**src/rtl/time_sender_pkg.sv**
```systemverilog
// Shared types and constants for the time-to-ASCII frame sender.
package time_sender_pkg;

  typedef enum logic [1:0] {
    IDLE  = 2'd0,
    ISSUE = 2'd1,
    WAIT  = 2'd2
  } state_e;

  localparam logic [7:0] ASCII_ZERO  = 8'h30;
  localparam logic [7:0] ASCII_COLON = 8'h3A;
  localparam logic [7:0] ASCII_CR    = 8'h0D;
  localparam logic [7:0] ASCII_LF    = 8'h0A;
  localparam int         FRAME_LEN   = 10;

endpackage

```
**src/rtl/time_ascii_sender_bin2ascii.sv**
```systemverilog
// Combinational 6-bit binary to two ASCII decimal digits (tens saturate at '9').
module bin2ascii_2dig
  import time_sender_pkg::*;
(
  input  logic [5:0] bin_i,
  output logic [7:0] tens_o,
  output logic [7:0] units_o
);

  logic [5:0] tens;
  logic [5:0] units;

  always_comb begin
    tens = bin_i / 6'd10;
    if (tens > 6'd9) tens = 6'd9;
    units = bin_i % 6'd10;
  end

  assign tens_o  = ASCII_ZERO + {2'b00, tens};
  assign units_o = ASCII_ZERO + {2'b00, units};

endmodule

```
**src/rtl/time_ascii_sender.sv**
```systemverilog
// Snapshots hour/min/sec on request and streams "HH:MM:SS\r\n" into a UART TX.
// Optional TIME_SENDER_AUTO_SEC_EN: every change of i_sec also raises a request.
//
// TX handshake: o_tx_start is a one-cycle pulse issued only while i_tx_busy is
// low; o_tx_data is held from that pulse until the matching i_tx_done pulse,
// and no further start is issued before that i_tx_done.
module time_ascii_sender #(
  parameter int FRAME_LEN = 10
) (
  input  logic       clk,
  input  logic       reset,
  input  logic [4:0] i_hour,
  input  logic [5:0] i_min,
  input  logic [5:0] i_sec,
  input  logic       i_send_req,
  input  logic       i_tx_busy,
  input  logic       i_tx_done,
  output logic [7:0] o_tx_data,
  output logic       o_tx_start,
  output logic       o_busy
);
  import time_sender_pkg::*;

  state_e     state_q;
  logic [3:0] idx_q;
  logic       pending_q;
  logic [4:0] hour_q;
  logic [5:0] min_q;
  logic [5:0] sec_q;
  logic [7:0] tx_data_q;
  logic       tx_start_q;
  logic       busy_q;

  logic       req;
  logic       last_byte;
  logic [7:0] h10, h1, m10, m1, s10, s1;
  logic [7:0] cur_byte;

`ifdef TIME_SENDER_AUTO_SEC_EN
  logic [5:0] sec_prev_q;
  logic       sec_seen_q;

  // sec_seen_q keeps the first sample after reset from looking like an edge.
  always_ff @(posedge clk or posedge reset) begin
    if (reset) begin
      sec_prev_q <= 6'd0;
      sec_seen_q <= 1'b0;
    end else begin
      sec_prev_q <= i_sec;
      sec_seen_q <= 1'b1;
    end
  end

  assign req = i_send_req | (sec_seen_q & (i_sec != sec_prev_q));
`else
  assign req = i_send_req;
`endif

  bin2ascii_2dig u_hour (.bin_i({1'b0, hour_q}), .tens_o(h10), .units_o(h1));
  bin2ascii_2dig u_min  (.bin_i(min_q),          .tens_o(m10), .units_o(m1));
  bin2ascii_2dig u_sec  (.bin_i(sec_q),          .tens_o(s10), .units_o(s1));

  assign last_byte = (idx_q == 4'(FRAME_LEN - 1));

  always_comb begin
    cur_byte = ASCII_LF;
    case (idx_q)
      4'd0:    cur_byte = h10;
      4'd1:    cur_byte = h1;
      4'd2:    cur_byte = ASCII_COLON;
      4'd3:    cur_byte = m10;
      4'd4:    cur_byte = m1;
      4'd5:    cur_byte = ASCII_COLON;
      4'd6:    cur_byte = s10;
      4'd7:    cur_byte = s1;
      4'd8:    cur_byte = ASCII_CR;
      default: cur_byte = ASCII_LF;
    endcase
  end

  always_ff @(posedge clk or posedge reset) begin
    if (reset) begin
      state_q    <= IDLE;
      idx_q      <= 4'd0;
      pending_q  <= 1'b0;
      hour_q     <= 5'd0;
      min_q      <= 6'd0;
      sec_q      <= 6'd0;
      tx_data_q  <= 8'h00;
      tx_start_q <= 1'b0;
      busy_q     <= 1'b0;
    end else begin
      tx_start_q <= 1'b0;
      case (state_q)
        IDLE: begin
          if (req || pending_q) begin
            hour_q    <= i_hour;
            min_q     <= i_min;
            sec_q     <= i_sec;
            idx_q     <= 4'd0;
            pending_q <= 1'b0;
            busy_q    <= 1'b1;
            state_q   <= ISSUE;
          end
        end
        ISSUE: begin
          if (req) pending_q <= 1'b1;
          if (!i_tx_busy) begin
            tx_data_q  <= cur_byte;
            tx_start_q <= 1'b1;
            state_q    <= WAIT;
          end
        end
        WAIT: begin
          if (req) pending_q <= 1'b1;
          if (i_tx_done) begin
            if (last_byte) begin
              // A pending request keeps o_busy high through the IDLE hop.
              idx_q   <= 4'd0;
              busy_q  <= pending_q | req;
              state_q <= IDLE;
            end else begin
              idx_q   <= idx_q + 4'd1;
              state_q <= ISSUE;
            end
          end
        end
        default: state_q <= IDLE;
      endcase
    end
  end

  assign o_tx_data  = tx_data_q;
  assign o_tx_start = tx_start_q;
  assign o_busy     = busy_q;

endmodule
```
**config.mk**
```make
export PLATFORM = sky130hd
export DESIGN_NAME = time_ascii_sender
export DESIGN_NICKNAME = d
export VERILOG_FILES = /design/src/rtl/time_sender_pkg.sv /design/src/rtl/time_ascii_sender_bin2ascii.sv /design/src/rtl/time_ascii_sender.sv
export SDC_FILE = /design/constraint.sdc
export NUM_CORES = 1
export LEC_CHECK = 0
export ABC_CLOCK_PERIOD_IN_PS = 2400
export BUFFER_PORTS_ARGS = -buffer_cell sky130_fd_sc_hd__buf_2
export CORE_UTILIZATION = 53
export DETAILED_ROUTE_END_ITERATION = 8
export PLACE_DENSITY = 0.83
export SYNTH_ARGS = -nofsm -noshare
export SYNTH_HDL_FRONTEND = slang
export SYNTH_SLANG_ARGS = --single-unit
```
**constraint.sdc**
```tcl
create_clock -name clk -period 2.4 [get_ports clk]
set_clock_uncertainty 0.05 [all_clocks]
set_input_delay 0.72 -clock clk [delete_from_list [all_inputs] [get_ports clk]]
set_output_delay 0.72 -clock clk [all_outputs]
set_load 0.01 [all_outputs]
```
==> results.yml, run 1 <==
clock_tree:
  cts.clk_slew.worst_paths_ns: 0.07
  cts_buffer_depth: 2
  cts.sinks: 33
  cts_buffers: 5
  clk_latency_ns: 0.29
  cts_tree: "yes"
  cts_root_buf: "clkbuf_8"
  cts_max_level: 2
timing:
  tightest_slew_ns: 0.525
  maxSlewViolCount: 0
  fin_crit_sh: 0.944
  tns_ns: 0
  hold_viol_final: 0
  maxSlewHeadroom: 0.641
  setup_viol: 0
  max_freq_ghz: 0.441
  finalCriticalPeriod_ns: 2.27
placed_design:
  io_buffers: 30
  dp_hpwl_mm: 4.10
  gp_congestion: 0.920
  placed_cell_area_um2: 2730
logic_synthesis:
  synth_area_leader_cell: "dfrtp_1"
  yosysTopAreaCellShare: 0.329
  synth-seq-cells: 33
  netlist_top_cells_area: "dfrtp_1 33%, mux2_2 8.5%, ha_1 4.5%"
  syn_area_per_cell_um2: 9.05
  synth_area_um2: 2510
  synthArstFlopShare: 1.00
  syn-num-nets: 308
  yosysUniqueCellTypes: 68
  synth_edf_count: 0
  synth_top_flop_cell: "dfrtp_1"
  syn_inst: 277
  ys_seq_area_frac: 0.329
  synth_warnings: 0
power:
  comb_power_share: 0.550
  switching_share: 0.423
  peakVddDrop_mv: 0.672
  p_switching_w: 0.00166
  total_power_w: 0.00392
  clock_power_share: 0.160
  seqPwrFrac: 0.290
  p_leak_nw: 1.25
  power_density_nw_per_um2: 1370
  p_int_w: 0.00226
flow_run:
  drv_cap: 0
floorplan:
  dieArea_um2: 5010
  chipHeight_um: 70.8
  row_count: 24
  num_io_pins: 32
  initial_core_util: 0.564
  die_width_um: 70.8
  core_um2: 4440
cells_and_area:
  syn2layout_area_growth_pct: 14.7
  drive_gt1_frac: 0.264
  final_area_um2: 2880
  fin_nets: 344
  antenna_cells: 0
critical_path:
  cp_data_required_time_ns: 2.53
  cp-start-kind: "register"
  crit_path_end_kind: "register"
  crit_fanout: 6
  crit_type: "reg2reg"
  arrival_ns: 2.39
detailed_routing:
  ant_nets: 0
  drt-initial-drc-count: 238
  first_pass_iters: 6
  wl_per_cell_um: 15.2
  drc: 0
  routed_wl_mm: 5.55
  avgViaCountPerCell: 6.13
  vias: 2243
global_routing:
  antenna_found_initial: 0
  grt_max_degree: 34
  grt_first_pass_wirelength_mm: 9.60
  overflow: 0
  grt_pass1_vias: 2076
  grt_usage: 0.244
hold_path:
  hold_class: "reg2reg"
status:
  status: "finished, final reports clean"
## flip-flops by register name, summed over array words and instances (netlist names)
register,count
sec_q,6
min_q,6
o_tx_start,1
hour_q,5
idx_q,4
state_q,2
o_tx_data,7
o_busy,1
pending_q,1
## synthesized netlist by cell type, drive strengths merged (4+ instances only)
cell    count
buf        15
clkbuf      4
a21oi      16
o21ai      13
nor3        6
ha          9
nand2      21
nor2b       6
nor4        6
nand2b     11
mux2       19
nor3b       4
inv        13
a22o        5
dfrtp      33
nand3b      4
nor2       21
nand3       8
## layer usage
metal | vias up | wire length [um] | GRT usage
met3 | 10 | 312 | 0.0499
met4 | 0 | 89 | 0.0867
li1 | 1105 | - | -
met5 | - | 0 | 0
met2 | 75 | 2580 | 0.375
met1 | 1053 | 2560 | 0.342
## critical path, cell delays in order (launching register included)
cell,delay [ns]
dfrtp_1,0.42
nand2b_2,0.24
o21a_1,0.14
ha_1,0.31
a21oi_1,0.07
o311ai_1,0.29
o41a_1,0.20
o2111ai_1,0.11
a221o_1,0.33
## power groups by stage
stage	sequential, W	clock, W	combinational (W)
floorplan	0.00100	0	0.00178
global placement	0.00113	0	0.00207
detailed placement	0.00114	0	0.00212
CTS	0.00113	0.000637	0.00214
global route	0.00119	0.000667	0.00240
finish	0.00114	0.000629	0.00216
## stage by stage
step,setup WS (ns),hold slack [ns],std cells,util
detailed placement,0.157,0.410,357,0.615
CTS,0.135,0.427,365,0.645
global placement,0.195,0.407,357,0.615
floorplan,0.119,0.430,277,-
global route,-0.0163,0.465,366,0.647
finish,0.134,0.424,366,0.647
## cells by family after synthesis
family / Yosys count / synth area share
and+or+nand+nor: 102 / 0.223
AOI/OAI and AO/OA: 76 / 0.224
muxes: 22 / 0.0973
adders and majority gates: 9 / 0.0449
xor gates and xnor gates: 2 / 0.00699
buffers and inverters: 32 / 0.0729
DFF: 33 / 0.329
other: 1 / 0.00150
## placed cells by master, fill, tap and decap left out, types with 3 or more instances in the layout
cell type	count
a21oi_1	16
nor4_1	6
nand2_1	21
nand3_1	7
nor3b_1	4
a22o_1	5
nor3_1	6
o21ai_0	11
inv_1	12
nor2b_1	6
mux2i_1	3
buf_2	30
nor2_1	21
buf_4	17
o31ai_1	3
clkbuf_8	5
dfrtp_1	33
nand2b_1	9
ha_1	9
a22oi_1	3
nand3b_1	4
mux2_2	19
## area by class of cell
class | count | area (um2)
Clock buffer | 5 | 68.8
Clock inverter | 3 | 65.1
Fill cell | 378 | 1570
Inverter | 13 | 51.3
Multi-Input combinational cell | 212 | 1500
Sequential cell | 33 | 826
Tap cell | 52 | 65.1
Timing Repair Buffer | 48 | 298
## final timing paths
check	to	from	slack, ns	cells after the start
setup / recovery	o_tx_data[2]	hour_q[4]	0.13	8
hold / removal	o_tx_data[5]	o_tx_data[5]	0.42	1
setup reg to reg	o_tx_data[2]	hour_q[4]	0.13	8
hold reg to reg	o_tx_data[5]	o_tx_data[5]	0.42	1
max in group asynchronous	hour_q[4]	reset	1.53	3
min in group asynchronous	min_q[0]	reset	0.46	3
## repair_timing
| item | in CTS | in global routing |
|---|---|---|
| setup endpoints to repair | 0 | 1 |
| endpoints found under the hold margin | 0 | 0 |
| buffers inserted | 0 | 1 |
| hold buffers | 0 | 0 |
| resized for setup | 0 | 1 |
(Power assumes the default switching activity.)
==> inputs of run 2 (changes only) <==
--- a/config.mk
+++ b/config.mk
@@ -5,11 +5,12 @@
 export SDC_FILE = /design/constraint.sdc
 export NUM_CORES = 1
 export LEC_CHECK = 0
+export ABC_AREA = 1
 export ABC_CLOCK_PERIOD_IN_PS = 2400
 export BUFFER_PORTS_ARGS = -buffer_cell sky130_fd_sc_hd__buf_2
-export CORE_UTILIZATION = 53
+export CORE_UTILIZATION = 51
 export DETAILED_ROUTE_END_ITERATION = 8
-export PLACE_DENSITY = 0.83
+export PLACE_DENSITY = 0.81
 export SYNTH_ARGS = -nofsm -noshare
 export SYNTH_HDL_FRONTEND = slang
 export SYNTH_SLANG_ARGS = --single-unit
==> results.yml, run 2 <==
status:
  status: "finished, final reports clean"
detailed_routing:
  drt-initial-drc-count: 134
  first_pass_iters: 4
  vias: 2071
  ant_nets: 0
  drc: 0
  routed_wl_mm: 4.84
  wl_per_cell_um: 12.1
  met3WireLength_um: 205
  dr_wl_met2_mm: 2.36
  avgViaCountPerCell: 5.16
  drt-met1-wl_mm: 2.20
  top_layer: "met4"
critical_path:
  crit_type: "reg2reg"
  cp_cell_sequence: "inv_2, ha_1, inv_1, nand2_1, nand2_1, clkinv_2, nand2_4, nand2_4, nand2_4, nand3_4, nand2_4, nand4_1, o31ai_4, inv_1, ha_1, o21ai_1"
  cp_data_required_time_ns: 2.57
  crit_top_cell: "nand2_4"
  arrival_ns: 2.41
  path_delay_family: "simple AND/OR/NAND/NOR gates"
  crit_path_end_kind: "register"
  crit_fanout: 6
  path_buf_inv: 4
  cp-start-kind: "register"
  critPathMaxStageDelay_ns: 0.39
  critPathSlowestCell: "dfrtp_1"
floorplan:
  row_count: 23
  chipHeight_um: 67.5
  initial_core_util: 0.540
  dieArea_um2: 4560
  die_width_um: 67.5
  core_um2: 4060
  num_io_pins: 32
timing:
  max_freq_ghz: 0.447
  hold_viol_final: 0
  fin_crit_sh: 0.933
  setup_viol: 0
  finalCriticalPeriod_ns: 2.24
  tightest_slew_ns: 0.504
  maxSlewHeadroom: 0.664
  maxSlewViolCount: 0
cells_and_area:
  syn2layout_area_growth_pct: 17.1
  layout_commonest_cell: "nand2_1"
  largest_register_ffs: 7
  multi_input_area_um2: 1200
  num-fill-cells: 360
  fin_nets: 382
  drive_gt1_frac: 0.197
  instances_no_fill: 401
  register_area_um2: 826
  final_cell_mix: "65 x nand2_1, 45 x nor2_1, 44 x inv_1, 33 x dfrtp_1, 30 x buf_2"
  antenna_cells: 0
placed_design:
  dpl.cell_count: 391
  io_buffers: 30
  dp_hpwl_mm: 3.61
  gp_congestion: 0.874
logic_synthesis:
  yosys.area_share.simple: 0.311
  synth_top_family_by_area: "simple AND/OR/NAND/NOR gates"
  ys_seq_area_frac: 0.377
  synth_area_um2: 2190
  synth-seq-cells: 33
  muxShareOfSynthArea: 0.0206
  synth_fa_ha_area_frac: 0.0514
  synth_compound_area_frac: 0.135
  syn-num-nets: 342
  syn_inst: 311
  netlist_top_cells_area: "dfrtp_1 38%, nand2_1 11%, inv_1 7.9%"
  yosysUniqueCellTypes: 32
  syn_area_per_cell_um2: 7.04
  synth_warnings: 0
  synth_edf_count: 0
  synth_top_flop_cell: "dfrtp_1"
  yosysTopAreaCellShare: 0.377
  synthArstFlopShare: 1.00
  synth_area_leader_cell: "dfrtp_1"
  synth_most_common_cell: "nand2_1"
  synth_xor_area_frac: 0.00800
  ys_top_cells_by_count: "66 x nand2_1, 46 x inv_1, 45 x nor2_1"
clock_tree:
  cts_max_level: 2
  cts_buffers: 5
  cts_buffer_depth: 2
  cts_tree: "yes"
  clk_latency_ns: 0.29
  cts.clk_slew.worst_paths_ns: 0.07
  cts_root_buf: "clkbuf_8"
  cts.sinks: 33
global_routing:
  grt_first_pass_wirelength_mm: 8.21
  overflow: 0
  grt_usage: 0.242
  antenna_found_initial: 0
  grt_max_degree: 34
  grt_pass1_vias: 1927
power:
  total_power_w: 0.00403
  power_density_nw_per_um2: 1570
  p_leak_nw: 1.34
  peakVddDrop_mv: 0.692
flow_run:
  drv_cap: 0
hold_path:
  hold_class: "reg2reg"
## run 2: per-stage QoR
| step | area, um2 | util | TNS [ns] | hold WS [ns] | setup slack (ns) |
|---|---|---|---|---|---|
| after CTS | 2500 | 0.617 | 0 | 0.432 | 0.0518 |
| after detailed placement | 2420 | 0.596 | 0 | 0.414 | 0.0768 |
| after global routing | 2560 | 0.632 | -0.0370 | 0.447 | -0.0340 |
| after global placement | 2420 | 0.596 | 0 | 0.415 | 0.174 |
| final | 2560 | 0.632 | 0 | 0.425 | 0.162 |
| after floorplan | 2190 | - | 0 | 0.430 | 0.268 |
## run 2: worst reg2reg max path, stage by stage (launching register included)
cell and delay (ns):
dfrtp_1 0.39, inv_2 0.07, ha_1 0.28, inv_1 0.05
nand2_1 0.04, nand2_1 0.08, clkinv_2 0.07, nand2_4 0.10
nand2_4 0.06, nand2_4 0.09, nand3_4 0.08, nand2_4 0.11
nand4_1 0.14, o31ai_4 0.10, inv_1 0.07, ha_1 0.26
o21ai_1 0.11
## run 2: final timing paths
check / cells after the start / start / slack [ns] / to
max: 16 / sec_q[4] / 0.16 / o_tx_data[5]
min: 2 / o_tx_data[0] / 0.43 / o_tx_data[0]
max reg2reg: 16 / sec_q[4] / 0.16 / o_tx_data[5]
min reg2reg: 2 / o_tx_data[0] / 0.43 / o_tx_data[0]
max in group asynchronous: 3 / reset / 1.54 / min_q[3]
min in group asynchronous: 3 / reset / 0.46 / pending_q
## run 2: layer usage
| metal | global-route usage | vias up |
|---|---|---|
| met1 | 0.305 | 935 |
| met4 | 0.106 | 0 |
| met2 | 0.389 | 46 |
| met5 | 0 | - |
| li1 | - | 1079 |
| met3 | 0.0574 | 11 |
## run 2: cells by family after synthesis
kind of cell | Yosys count
XOR/XNOR | 2
multiplexers | 4
AND/OR/NAND/NOR | 156
flip-flops | 33
AO/OA/AOI/OAI | 52
other | 1
adder cells (fa/ha/maj) | 9
buffers and inverters | 54
## run 2: layout make-up
type                            instances  area share
Inverter                               50      0.0737
Clock buffer                            7      0.0337
Multi-Input combinational cell        224       0.467
Timing Repair Buffer                   37      0.0790
Tap cell                               50      0.0244
Sequential cell                        33       0.322
## run 2: what timing repair did
action	in CTS	in global routing
endpoints found under the setup margin	0	2
gates resized for setup	0	11
buffers inserted	0	3
hold buffers	0	0
## run 2: where the power goes
part	switching [W]	internal, W
sequential	0.000196	0.000804
clock	0.000205	0.000228
combinational	0.00166	0.000940
total	0.00206	0.00197
